$ cat config.mk
export PLATFORM = sky130hd
export DESIGN_NAME = fetch_queue_unit
export DESIGN_NICKNAME = d
export VERILOG_FILES = /design/src/rtl/fetch_queue_unit.sv
export SDC_FILE = /design/constraint.sdc
export NUM_CORES = 1
export LEC_CHECK = 0
export ABC_AREA = 1
export CAP_MARGIN = 20
export CORE_ASPECT_RATIO = 1.1
export CORE_MARGIN = 2
export CORE_UTILIZATION = 55
export DETAILED_ROUTE_END_ITERATION = 10
export PLACE_DENSITY_LB_ADDON = 0.05
export SLEW_MARGIN = 20
export SYNTH_ARGS = -nofsm -noshare
export SYNTH_HDL_FRONTEND = slang
export SYNTH_SLANG_ARGS = --single-unit
$ cat constraint.sdc
create_clock -name clk -period 9.45 [get_ports clk]
set_input_delay 1.89 -clock clk [delete_from_list [all_inputs] [get_ports clk]]
set_output_delay 1.89 -clock clk [all_outputs]
set_load 0.05 [all_outputs]
$ cat src/rtl/fetch_queue_unit.sv
// Fetch unit with a DEPTH-entry show-ahead instruction queue: one icache fetch per cycle, head visible to decode 1 cycle after push.
// Backpressure: decode stalls via id_ready, fetch halts only when the registered occupancy reaches DEPTH; rdy low freezes everything.
module fetch_queue_unit #(
    parameter int                DEPTH    = 4,
    parameter int                ADDR_W   = 32,
    parameter int                INST_W   = 32,
    parameter int                PC_INC   = 4,
    parameter logic [ADDR_W-1:0] RESET_PC = '0
) (
    input  logic                      clk,
    input  logic                      rst_n,
    input  logic                      rdy,
    input  logic                      if_en,
    input  logic                      if_rb,
    input  logic [ADDR_W-1:0]         rob_rb_pc,
    output logic                      cache_rd_en,
    output logic [ADDR_W-1:0]         cache_rd_addr,
    input  logic                      cache_hit,
    input  logic [INST_W-1:0]         cache_hit_inst,
    output logic [ADDR_W-1:0]         bp_pb_pc,
    output logic [INST_W-1:0]         bp_pb_inst,
    input  logic                      bp_pd_tk,
    input  logic [ADDR_W-1:0]         bp_pd_off,
    output logic                      id_valid,
    input  logic                      id_ready,
    output logic [INST_W-1:0]         id_inst,
    output logic [ADDR_W-1:0]         id_cur_pc,
    output logic [ADDR_W-1:0]         id_mis_pc,
    output logic                      id_pd_tk,
    output logic [$clog2(DEPTH):0]    q_count
);
    localparam int                PTR_W = $clog2(DEPTH);
    localparam int                CNT_W = PTR_W + 1;
    localparam logic [CNT_W-1:0]  FULL  = CNT_W'(DEPTH);
    localparam logic [ADDR_W-1:0] INC   = ADDR_W'(PC_INC);

    logic [ADDR_W-1:0] pc_q, pc_d;
    logic [PTR_W-1:0]  head_q, head_d, tail_q, tail_d;
    logic [CNT_W-1:0]  count_q, count_d;

    logic [INST_W-1:0] inst_mem [DEPTH];
    logic [ADDR_W-1:0] pc_mem   [DEPTH];
    logic [ADDR_W-1:0] mis_mem  [DEPTH];
    logic              tk_mem   [DEPTH];

    logic              fetch_en, push, pop;
    logic [ADDR_W-1:0] seq_pc, jmp_pc, mis_pc;

    always_comb begin
        fetch_en = if_en & rdy & ~if_rb & (count_q < FULL);
        push     = fetch_en & cache_hit & (cache_hit_inst != '0);
        pop      = rdy & (count_q != '0) & id_ready & ~if_rb;
        seq_pc   = pc_q + INC;
        jmp_pc   = pc_q + bp_pd_off;
        mis_pc   = bp_pd_tk ? seq_pc : jmp_pc;

        pc_d     = pc_q;
        head_d   = head_q;
        tail_d   = tail_q;
        count_d  = count_q;
        if (rdy & if_rb) begin
            pc_d    = rob_rb_pc;
            head_d  = '0;
            tail_d  = '0;
            count_d = '0;
        end else begin
            if (push) begin
                tail_d = tail_q + 1'b1;
                pc_d   = bp_pd_tk ? jmp_pc : seq_pc;
            end
            if (pop) begin
                head_d = head_q + 1'b1;
            end
            case ({push, pop})
                2'b10:   count_d = count_q + 1'b1;
                2'b01:   count_d = count_q - 1'b1;
                default: count_d = count_q;
            endcase
        end
    end

    always_ff @(posedge clk or negedge rst_n) begin
        if (!rst_n) begin
            pc_q    <= RESET_PC;
            head_q  <= '0;
            tail_q  <= '0;
            count_q <= '0;
        end else begin
            pc_q    <= pc_d;
            head_q  <= head_d;
            tail_q  <= tail_d;
            count_q <= count_d;
        end
    end

    // Entry storage needs no reset: occupancy alone decides what is valid.
    always_ff @(posedge clk) begin
        if (push) begin
            inst_mem[tail_q] <= cache_hit_inst;
            pc_mem[tail_q]   <= pc_q;
            mis_mem[tail_q]  <= mis_pc;
            tk_mem[tail_q]   <= bp_pd_tk;
        end
    end

    assign cache_rd_en   = fetch_en;
    assign cache_rd_addr = pc_q;
    assign bp_pb_pc      = pc_q;
    assign bp_pb_inst    = cache_hit_inst;
    assign id_valid      = (count_q != '0);
    assign id_inst       = inst_mem[head_q];
    assign id_cur_pc     = pc_mem[head_q];
    assign id_mis_pc     = mis_mem[head_q];
    assign id_pd_tk      = tk_mem[head_q];
    assign q_count       = count_q;

endmodule

==> results.toml <==
[yosys]
synth_area_um2 = 20600
synth_seq_area_share_pct = 61.2
synthTopCellsByCount = "398 x nand2_1, 388 x edfxtp_1, 305 x nor2_1"
synth.distinct_cells = 42
ys_seq_elements = 427
synthesis.area_per_instance_um2 = 9.94
synth_edf_count = 388
syn_nets = 2217
synth_top_area_cell = "edfxtp_1"
synth_top_area_share_pct = 56.5
yosys-top-cells-area = "edfxtp_1 57%, nand2_1 7.2%, nor2_1 5.6%, o21ai_0 5.4%, dfrtp_1 4.7%"
yosys_warnings = 0
synth_flop_cell = "edfxtp_1"
synthArstFlopShare_pct = 9.13
synthCells = 2075
yosysMostFrequentCell = "nand2_1"

[detailed_routing]
drc_errors = 0
first_pass_iters = 5
drt_iter0_drc = 1310
routed_via_density = 5.54
ant_nets = 0
num_vias = 15600
routed_wirelength_mm = 55.1
wl_per_cell_um = 19.6

[run_status]
status = "finished clean"

[placed_design]
dp.cells = 2736
dp_hpwl_mm = 35.9
place_area_um2 = 23500
gp_congestion = 0.930
port_buffers = 301

[grt]
grt_pass1_wl_mm = 84.0
grt_overflow_total = 0
grt.total_usage_pct = 27.9
first_global_vias = 15000
grt_max_degree = 109
antenna_found_initial = 0

[critical_path]
cp-end-kind = "output port"
worstReg2RegStart = "q_count[2]$_DFFE_PN0P_"
max_stage_delay_ns = 0.84
path_delay_family = "buffers and inverters"
crit_start = "head_q[0]$_DFFE_PN0P_"
crit_slowest_cell = "clkdlybuf4s50_1"
crit_required_ns = 7.56
crit_end = "id_mis_pc[28]"
worstSetupPathDepth = 5
startpoint_type = "flip-flop"
cp.arrival_ns = 4.24
reg2reg_slack_ns = 5.59
r2r_cells = 7
r2r_end = "inst_mem[1][2]$_DFFE_PP_"
crit_chain = "inv_6, buf_4, o21ai_0, o22ai_1, clkdlybuf4s50_1"
cp_num_buf_inv = 3
critPathKind = "reg -> out"
path_max_fanout = 106

[clock_network]
htree_levels = 2
cts_root_buffer = "clkbuf_16"
cts_tree = "done"
cts_hold_buf = 0
clkLatencyLatePin_ns = 0.54
cts_max_path_buffers = 3
cts_resized = 0
clkSinkCount = 427
post-cts-setup-buffer-count = 0
numCtsBuffers = 42
clkTransAtPathRegs_ns = 0.06

[die]
initial_core_util_pct = 55.7
rows = 74
die_area_um2 = 39100
die_h_um = 207
io_pins = 302
core_area_um2 = 37000
die_w_um = 189

[timing]
timing.final.crit_share_pct = 64.8
worst_pin_slew_ns = 1.09
fin_tns_setup_ns = 0
max_freq_mhz = 163
slew_viol_final = 0
hold_viol_final = 0
finalCriticalPeriod_ns = 6.13
rsz0062_at_grt = "no"
max-slew-margin-rel_pct = 27.1
fin_skew_ns = 0.0145
setup_viol = 0

[min_path]
hold_depth = 1
hold_class = "reg -> reg"

[cells_and_area]
final_cell_area_um2 = 24900
syn_to_final_growth_pct = 21.0
drive_gt1_share_pct = 5.13
nets = 2428
fin_util_pct = 67.3
instances_no_fill = 2813
diodes = 0
fillers = 2880

[power]
powerDensity_nw_per_um2 = 224
p_leak_nw = 9.55
peakVddDrop_v = 0.000163

[run]
drv_cap = 0
[stage by stage]
| step | hold slack [ns] | total power, W | setup WS [ns] |
|---|---|---|---|
| 2_1_floorplan | 0.495 | 0.00338 | 1.83 |
| 3_3_place_gp | 0.523 | 0.00389 | 3.59 |
| 3_5_place_dp | 0.543 | 0.00391 | 3.51 |
| 4_1_cts | 0.548 | 0.00559 | 3.31 |
| 5_1_grt | 0.603 | 0.00579 | 3.07 |
| 6_report | 0.557 | 0.00557 | 3.32 |
[worst min-delay path by stage]
stage	start	endpoint
2_1_floorplan	tail_q[0]$_DFFE_PN0P_	tail_q[0]$_DFFE_PN0P_
3_5_place_dp	tail_q[0]$_DFFE_PN0P_	tail_q[0]$_DFFE_PN0P_
3_3_place_gp	tail_q[0]$_DFFE_PN0P_	tail_q[0]$_DFFE_PN0P_
6_report	tail_q[0]$_DFFE_PN0P_	tail_q[0]$_DFFE_PN0P_
4_1_cts	tail_q[0]$_DFFE_PN0P_	tail_q[0]$_DFFE_PN0P_
5_1_grt	tail_q[0]$_DFFE_PN0P_	tail_q[0]$_DFFE_PN0P_
[sequential cells by signal, indices dropped and copies added (netlist names)]
signal / cells
inst_mem: 128
mis_mem: 128
pc_mem: 128
bp_pb_pc: 32
tk_mem: 4
q_count: 3
head_q: 2
tail_q: 2
[routing by layer]
metal / GRT usage (%) / vias to the layer above / routed length, um
met4: 10.0 / 0 / 1920
met3: 3.61 / 112 / 3510
met2: 45.8 / 636 / 26100
li1: - / 7462 / -
met5: 0 / - / 0
met1: 38.5 / 7381 / 23600
[placed cells by master (no fill, tap or decap), drive strengths merged]
| master | instances |
|---|---|
| a31oi | 14 |
| nor2 | 314 |
| xor2 | 15 |
| inv | 188 |
| ha | 36 |
| nand4 | 7 |
| a21oi | 30 |
| xnor2 | 19 |
| clkdlybuf4s50 | 299 |
| and2 | 5 |
| dfrtp | 39 |
| edfxtp | 388 |
| clkbuf | 50 |
| o22ai | 97 |
| clkinv | 21 |
| nand3 | 94 |
| a21o | 3 |
| a22o | 1 |
| nand2 | 402 |
| nor3 | 17 |
| buf | 15 |
| mux2i | 1 |
| o21bai | 3 |
| o211ai | 6 |
| nor3b | 2 |
| or2 | 3 |
| bufinv | 6 |
| fa | 2 |
| o21ai | 242 |
[cell families after synthesis]
group	synth area share (%)
and+or+nand+nor	16.8
adders and majority gates	2.38
buffers and inverters	7.43
DFF	61.2
muxes	0.0486
AOI/OAI and AO/OA	10.7
xor gates and xnor gates	1.44
[worst register-to-register path, stage by stage, from the launching register on]
cell and delay (ns):
dfrtp_1 0.51, nor3b_4 0.28, nand2_2 0.14, nor2_8 0.43, inv_2 0.26, nor2_4 0.56
buf_4 0.64, buf_4 0.65
[final cells by class]
| cell class | count | area, um^2 | share of cell area, % |
|---|---|---|---|
| Sequential cell | 427 | 12600 | 50.7 |
| Multi-Input combinational cell | 1313 | 6490 | 26.0 |
| Inverter | 188 | 711 | 2.85 |
| Timing Repair Buffer | 314 | 3100 | 12.4 |
| Clock inverter | 27 | 277 | 1.11 |
| Tap cell | 494 | 618 | 2.48 |
| Clock buffer | 50 | 1110 | 4.46 |
[where the power goes]
group | leakage [nW] | switching (W) | internal [W]
Sequential | 3.99 | 0.000138 | 0.00219
Combinational | 4.88 | 0.00108 | 0.000472
Clock | 0.681 | 0.000692 | 0.00100
Total | 9.55 | 0.00191 | 0.00366
Power figures use the tool's default switching activity.
